<file path="src/rtl/sb_obi_wb_bridge.sv">
// OBI system-bus master to Wishbone B4 classic bridge for debug SBA.
// One transaction in flight; a bus timeout turns a silent slave into an error.
module sb_obi_wb_bridge #(
  parameter int unsigned AddrWidth     = 30,
  parameter int unsigned TimeoutCycles = 1024,
  parameter logic [31:0] ErrData       = 32'h0000_0000
) (
  input  logic                 clk_i,
  input  logic                 rst_i,
  input  logic                 sb_req_i,
  output logic                 sb_gnt_o,
  input  logic [31:0]          sb_addr_i,
  input  logic                 sb_we_i,
  input  logic [3:0]           sb_be_i,
  input  logic [31:0]          sb_wdata_i,
  output logic                 sb_rvalid_o,
  output logic [31:0]          sb_rdata_o,
  output logic                 sb_err_o,
  output logic                 wb_cyc_o,
  output logic                 wb_stb_o,
  output logic                 wb_we_o,
  output logic [AddrWidth-1:0] wb_adr_o,
  output logic [3:0]           wb_sel_o,
  output logic [31:0]          wb_dat_w_o,
  input  logic [31:0]          wb_dat_r_i,
  input  logic                 wb_ack_i,
  input  logic                 wb_err_i
);

  localparam bit TmoOn = (TimeoutCycles != 0);
  localparam int unsigned CntW =
    TmoOn ? $clog2(TimeoutCycles + 1) : 1;
  localparam logic [CntW-1:0] CntLast =
    TmoOn ? CntW'(TimeoutCycles - 1) : '0;

  typedef enum logic {
    IDLE,
    BUS
  } state_e;

  state_e                 state_q, state_d;
  logic                   cyc_q, cyc_d;
  logic                   we_q, we_d;
  logic [AddrWidth-1:0]   adr_q, adr_d;
  logic [3:0]             sel_q, sel_d;
  logic [31:0]            dat_w_q, dat_w_d;
  logic [CntW-1:0]        cnt_q, cnt_d;
  logic                   rvalid_q, rvalid_d;
  logic [31:0]            rdata_q, rdata_d;
  logic                   err_q, err_d;
  logic                   tmo;
  logic                   done;
  logic                   bad;
  logic                   unused_addr;

  assign unused_addr = ^sb_addr_i[1:0];

  // A timeout only counts when the slave is silent in that very cycle
  assign tmo  = TmoOn && (cnt_q == CntLast);
  assign done = wb_ack_i | wb_err_i | tmo;
  assign bad  = wb_err_i | (tmo & ~wb_ack_i);

  always_comb begin
    state_d  = state_q;
    cyc_d    = cyc_q;
    we_d     = we_q;
    adr_d    = adr_q;
    sel_d    = sel_q;
    dat_w_d  = dat_w_q;
    cnt_d    = cnt_q;
    rvalid_d = 1'b0;
    rdata_d  = rdata_q;
    err_d    = err_q;
    sb_gnt_o = 1'b0;
    unique case (state_q)
      IDLE: begin
        sb_gnt_o = sb_req_i & ~rst_i;
        if (sb_req_i) begin
          state_d = BUS;
          cyc_d   = 1'b1;
          we_d    = sb_we_i;
          adr_d   = sb_addr_i[AddrWidth+1:2];
          sel_d   = sb_be_i;
          dat_w_d = sb_wdata_i;
          cnt_d   = '0;
        end
      end
      BUS: begin
        if (done) begin
          state_d  = IDLE;
          cyc_d    = 1'b0;
          rvalid_d = 1'b1;
          err_d    = bad;
          if (we_q)     rdata_d = '0;
          else if (bad) rdata_d = ErrData;
          else          rdata_d = wb_dat_r_i;
        end else if (TmoOn) begin
          cnt_d = cnt_q + CntW'(1);
        end
      end
      default: state_d = IDLE;
    endcase
  end

  always_ff @(posedge clk_i) begin
    if (rst_i) begin
      state_q  <= IDLE;
      cyc_q    <= 1'b0;
      we_q     <= 1'b0;
      adr_q    <= '0;
      sel_q    <= '0;
      dat_w_q  <= '0;
      cnt_q    <= '0;
      rvalid_q <= 1'b0;
      rdata_q  <= '0;
      err_q    <= 1'b0;
    end else begin
      state_q  <= state_d;
      cyc_q    <= cyc_d;
      we_q     <= we_d;
      adr_q    <= adr_d;
      sel_q    <= sel_d;
      dat_w_q  <= dat_w_d;
      cnt_q    <= cnt_d;
      rvalid_q <= rvalid_d;
      rdata_q  <= rdata_d;
      err_q    <= err_d;
    end
  end

  assign wb_cyc_o    = cyc_q;
  assign wb_stb_o    = cyc_q;
  assign wb_we_o     = we_q;
  assign wb_adr_o    = adr_q;
  assign wb_sel_o    = sel_q;
  assign wb_dat_w_o  = dat_w_q;
  assign sb_rvalid_o = rvalid_q;
  assign sb_rdata_o  = rdata_q;
  assign sb_err_o    = err_q;

endmodule

</file>
<file path="config.mk">
export PLATFORM = sky130hd
export DESIGN_NAME = sb_obi_wb_bridge
export DESIGN_NICKNAME = d
export VERILOG_FILES = /design/src/rtl/sb_obi_wb_bridge.sv
export SDC_FILE = /design/constraint.sdc
export NUM_CORES = 1
export LEC_CHECK = 0
export BUFFER_PORTS_ARGS = -buffer_cell sky130_fd_sc_hd__buf_2
export CAP_MARGIN = 15
export CORE_ASPECT_RATIO = 2
export CORE_MARGIN = 2
export CORE_UTILIZATION = 40
export CTS_BUF_LIST = sky130_fd_sc_hd__clkbuf_16
export CTS_CLUSTER_DIAMETER = 60
export DETAILED_ROUTE_END_ITERATION = 16
export HOLD_SLACK_MARGIN = 0.1
export PLACE_DENSITY = 0.75
export SKIP_LAST_GASP = 1
export SYNTH_ARGS = -nofsm -noshare
export SYNTH_HDL_FRONTEND = slang
export SYNTH_SLANG_ARGS = --single-unit
</file>
<file path="constraint.sdc">
create_clock -name clk_i -period 1.7 [get_ports clk_i]
set_input_delay 0.085 -clock clk_i [delete_from_list [all_inputs] [get_ports clk_i]]
set_output_delay 0.085 -clock clk_i [all_outputs]
set_load 0.02 [all_outputs]
</file>
==> metrics.yaml <==
status: "complete, but fails checks"
violations: "negative setup slack"
finalHoldViolations: 0
ys.flop_type: "dfxtp_1"
crit_family: "simple AND/OR/NAND/NOR gates"
initial_core_util_pct: 40.94
crit_chain: "or3b_4 -> or3_4 -> buf_6 -> or3_4 -> a21oi_2"
placedInstanceArea_um2: 5235
clock_sinks: 114
synth_warnings: 0
yosysTopAreaCellShare_pct: 57.47
power-per-cell-area_nw_per_um2: 1014
utilization_pct: 72.15
setup_ws_ns: -0.04131
finClkSkew_ns: 0.008017
dp_hpwl_mm: 7.723
yosysMostFrequentCell: "nand2_1"
port_buffers: 207
grt_use_total_pct: 25.08
gr-usage-met1_pct: 24.68
synthTopCellsByArea: "dfxtp_1, nand2_1, a21oi_1, a22o_1, clkbuf_1"
drv_slew: 0
ant_nets: 0
yosysSeqAreaShare_pct: 57.47
wl_per_cell_um: 14.81
finalSetupViolations: 2
holdWs_ns: 0.1761
num_vias: 4580
dieWidth_um: 74.46
path_class: "flop to flop"
startpoint_type: "flop"
period_minus_slack_ns: 1.741
worstMarginPinSlew_ns: 0.4289
synth_top_cells_by_count: "nand2_1, dfxtp_1, a21oi_1"
drt_wl_total_mm: 13.69
cp-end-kind: "flop"
fin_nets: 885
synth_fp_nets: 561
avgSynthCellArea_um2: 8.747
fin_cells: 924
ys_seq_elements: 114
die_h_um: 144.9
drt_pass1_iterations: 5
finalCritPeriodShare_pct: 102.4
antenna_found_initial: 1
gr-total-overflow: 0
cp_max_fo: 5
cts.htree.levels: 4
drc: 0
place_congestion: 0.7857
power_switching_uw: 1743
p_int_uw: 5349
rows: 51
clock_latency_ns: 0.40
cp_slowest_cell: "or3b_4"
drt_iter0_drc: 266
max_stage_delay_ns: 0.39
cts.clk_slew.worst_paths_ns: 0.05
use_met3_pct: 7.153
hold_path.class: "primary input to flop"
sw_frac_of_total_pct: 24.58
yosysUniqueCellTypes: 34
grt_max_degree: 60
crit_arrival_ns: 2.07
place_inst: 776
grt_pass1_vias: 4699
ioPinCount: 210
p_clk_share_pct: 46.5
finalSetupTns_ns: -0.04499
cpMostUsedCell: "or3_4"
drive_gt1_share_pct: 35.27
postSynthCellCount: 454
clk_path_buf_depth: 2
ys_async_sr_fraction_pct: 0
synth_edf_count: 0
drv_cap: 0
grt_pass1_wl_mm: 21.07
root_buffer: "clkbuf_16"
top_usage_layer: "met2"
pwr-share-comb_pct: 13.3
peakVddDrop_uv: 742.8
tritoncts: "built"
rsz0062_at_grt: "yes"
use_met2_pct: 44.25
maxSlewHeadroom_pct: 71.41
seqPwrFrac_pct: 40.2
coreArea_um2: 9699
dieArea_um2: 10790
synthToLayoutAreaGrowth_pct: 76.21
yosys.area.top_type: "dfxtp_1"
vias_per_cell: 4.957
required_ns: 2.03
p_leak_uw: 0.003232
cts_made_buffers: 17
fin_area_um2: 6998
path_buf_inv: 1
fmax_mhz: 574.3
syn_area_um2: 3971
==> metal layers <==
layer / part of all wire, % / up-vias
li1: - / 2197
met1: 37 / 2114
met2: 53 / 213
met3: 6.1 / 56
met4: 4.2 / 0
met5: 0 / -
==> power groups by stage <==
stage               Combinational, uW  Clock, uW  Sequential (uW)
floorplan                         243          0             3040
global placement                  686          0             2890
detailed placement                703          0             2900
CTS                               899       3370             2850
global route                     1020       3500             2860
finish                            944       3300             2850
==> kinds of logic (layout without fill, tap and decap cells) <==
| kind of cell | after synthesis | count (layout) | synth area share [%] |
|---|---|---|---|
| and+or+nand+nor | 169 | 170 | 17.58 |
| AOI/OAI and AO/OA | 127 | 127 | 20.32 |
| DFF | 114 | 114 | 57.47 |
| buffers and inverters | 42 | 378 | 4.064 |
| adders and majority gates | 1 | 1 | 0.3150 |
| muxes | 1 | 1 | 0.2521 |
| other | 0 | 1 | 0 |
==> path summary, 6_finish.rpt <==
| check | endpoint | slack (ns) | from | cells after the start |
|---|---|---|---|---|
| setup / recovery | cnt_q[9]$_SDFFE_PP0P_ | -0.04 | state_q$_SDFF_PP0_ | 5 |
| hold / removal | wb_dat_w_o[18]$_SDFFE_PP0P_ | 0.18 | sb_req_i | 4 |
| setup reg to reg | cnt_q[9]$_SDFFE_PP0P_ | -0.04 | state_q$_SDFF_PP0_ | 5 |
| hold reg to reg | wb_dat_w_o[31]$_SDFFE_PP0P_ | 0.45 | wb_dat_w_o[31]$_SDFFE_PP0P_ | 2 |
==> registers in the layout (all words and copies together) (netlist names), 4 cells and up <==
name / cells
sb_rdata_o: 32
cnt_q: 11
wb_sel_o: 4
wb_dat_w_o: 32
wb_adr_o: 30
==> cells in the final DEF (no fill, tap or decap), drive strengths merged, types with 2 or more instances in the layout <==
cell type / synthesis / routed
buf: 2 / 233
nand2: 139 / 139
dfxtp: 114 / 114
dlygate4sd3: 0 / 105
a21oi: 73 / 73
a22o: 32 / 32
clkbuf: 32 / 17
inv: 8 / 11
nor2: 6 / 6
or3: 6 / 6
clkinv: 0 / 6
o21ai: 5 / 5
nand3: 4 / 4
clkinvlp: 0 / 4
o21a: 3 / 3
nor3: 3 / 3
nor2b: 3 / 3
or4: 2 / 2
a31oi: 2 / 2
o2111ai: 2 / 2
o41ai: 2 / 2
bufinv: 0 / 2
nand2b: 1 / 2
o311ai: 2 / 2
a211oi: 2 / 2
==> worst reg2reg max path: stages (launching register included) <==
cell and delay, ns:
dfxtp_2 0.32, or3b_4 0.39, or3_4 0.37, buf_6 0.13
or3_4 0.33, a21oi_2 0.14
==> metrics by stage <==
stage	total power [uW]	setup WS [ns]
after floorplan	3280	-0.07454
after global placement	3581	-0.04015
after detailed placement	3603	-0.06449
after CTS	7112	-0.03760
after global routing	7372	-0.08411
final	7093	-0.04131
==> cell type report <==
| class | count | area, um^2 |
|---|---|---|
| Sequential cell | 114 | 2286 |
| Multi-Input combinational cell | 299 | 1617 |
| Clock buffer | 17 | 425.4 |
| Timing Repair Buffer | 338 | 2345 |
| Inverter | 8 | 30.03 |
| Tap cell | 132 | 165.2 |
| Antenna cell | 1 | 2.502 |
| Fill cell | 672 | 2701 |
| Clock inverter | 15 | 127.6 |
==> timing repair <==
item                                    in CTS  in global routing
endpoints found under the setup margin      37                 43
buffers inserted                             4                  5
cloned                                       0                  1
hold buffers                               105                  0
endpoints found under the hold margin      101                  0
pin swaps                                    7                  4
resized for setup                            7                 17
No activity file was read; power rests on OpenSTA's default activity.
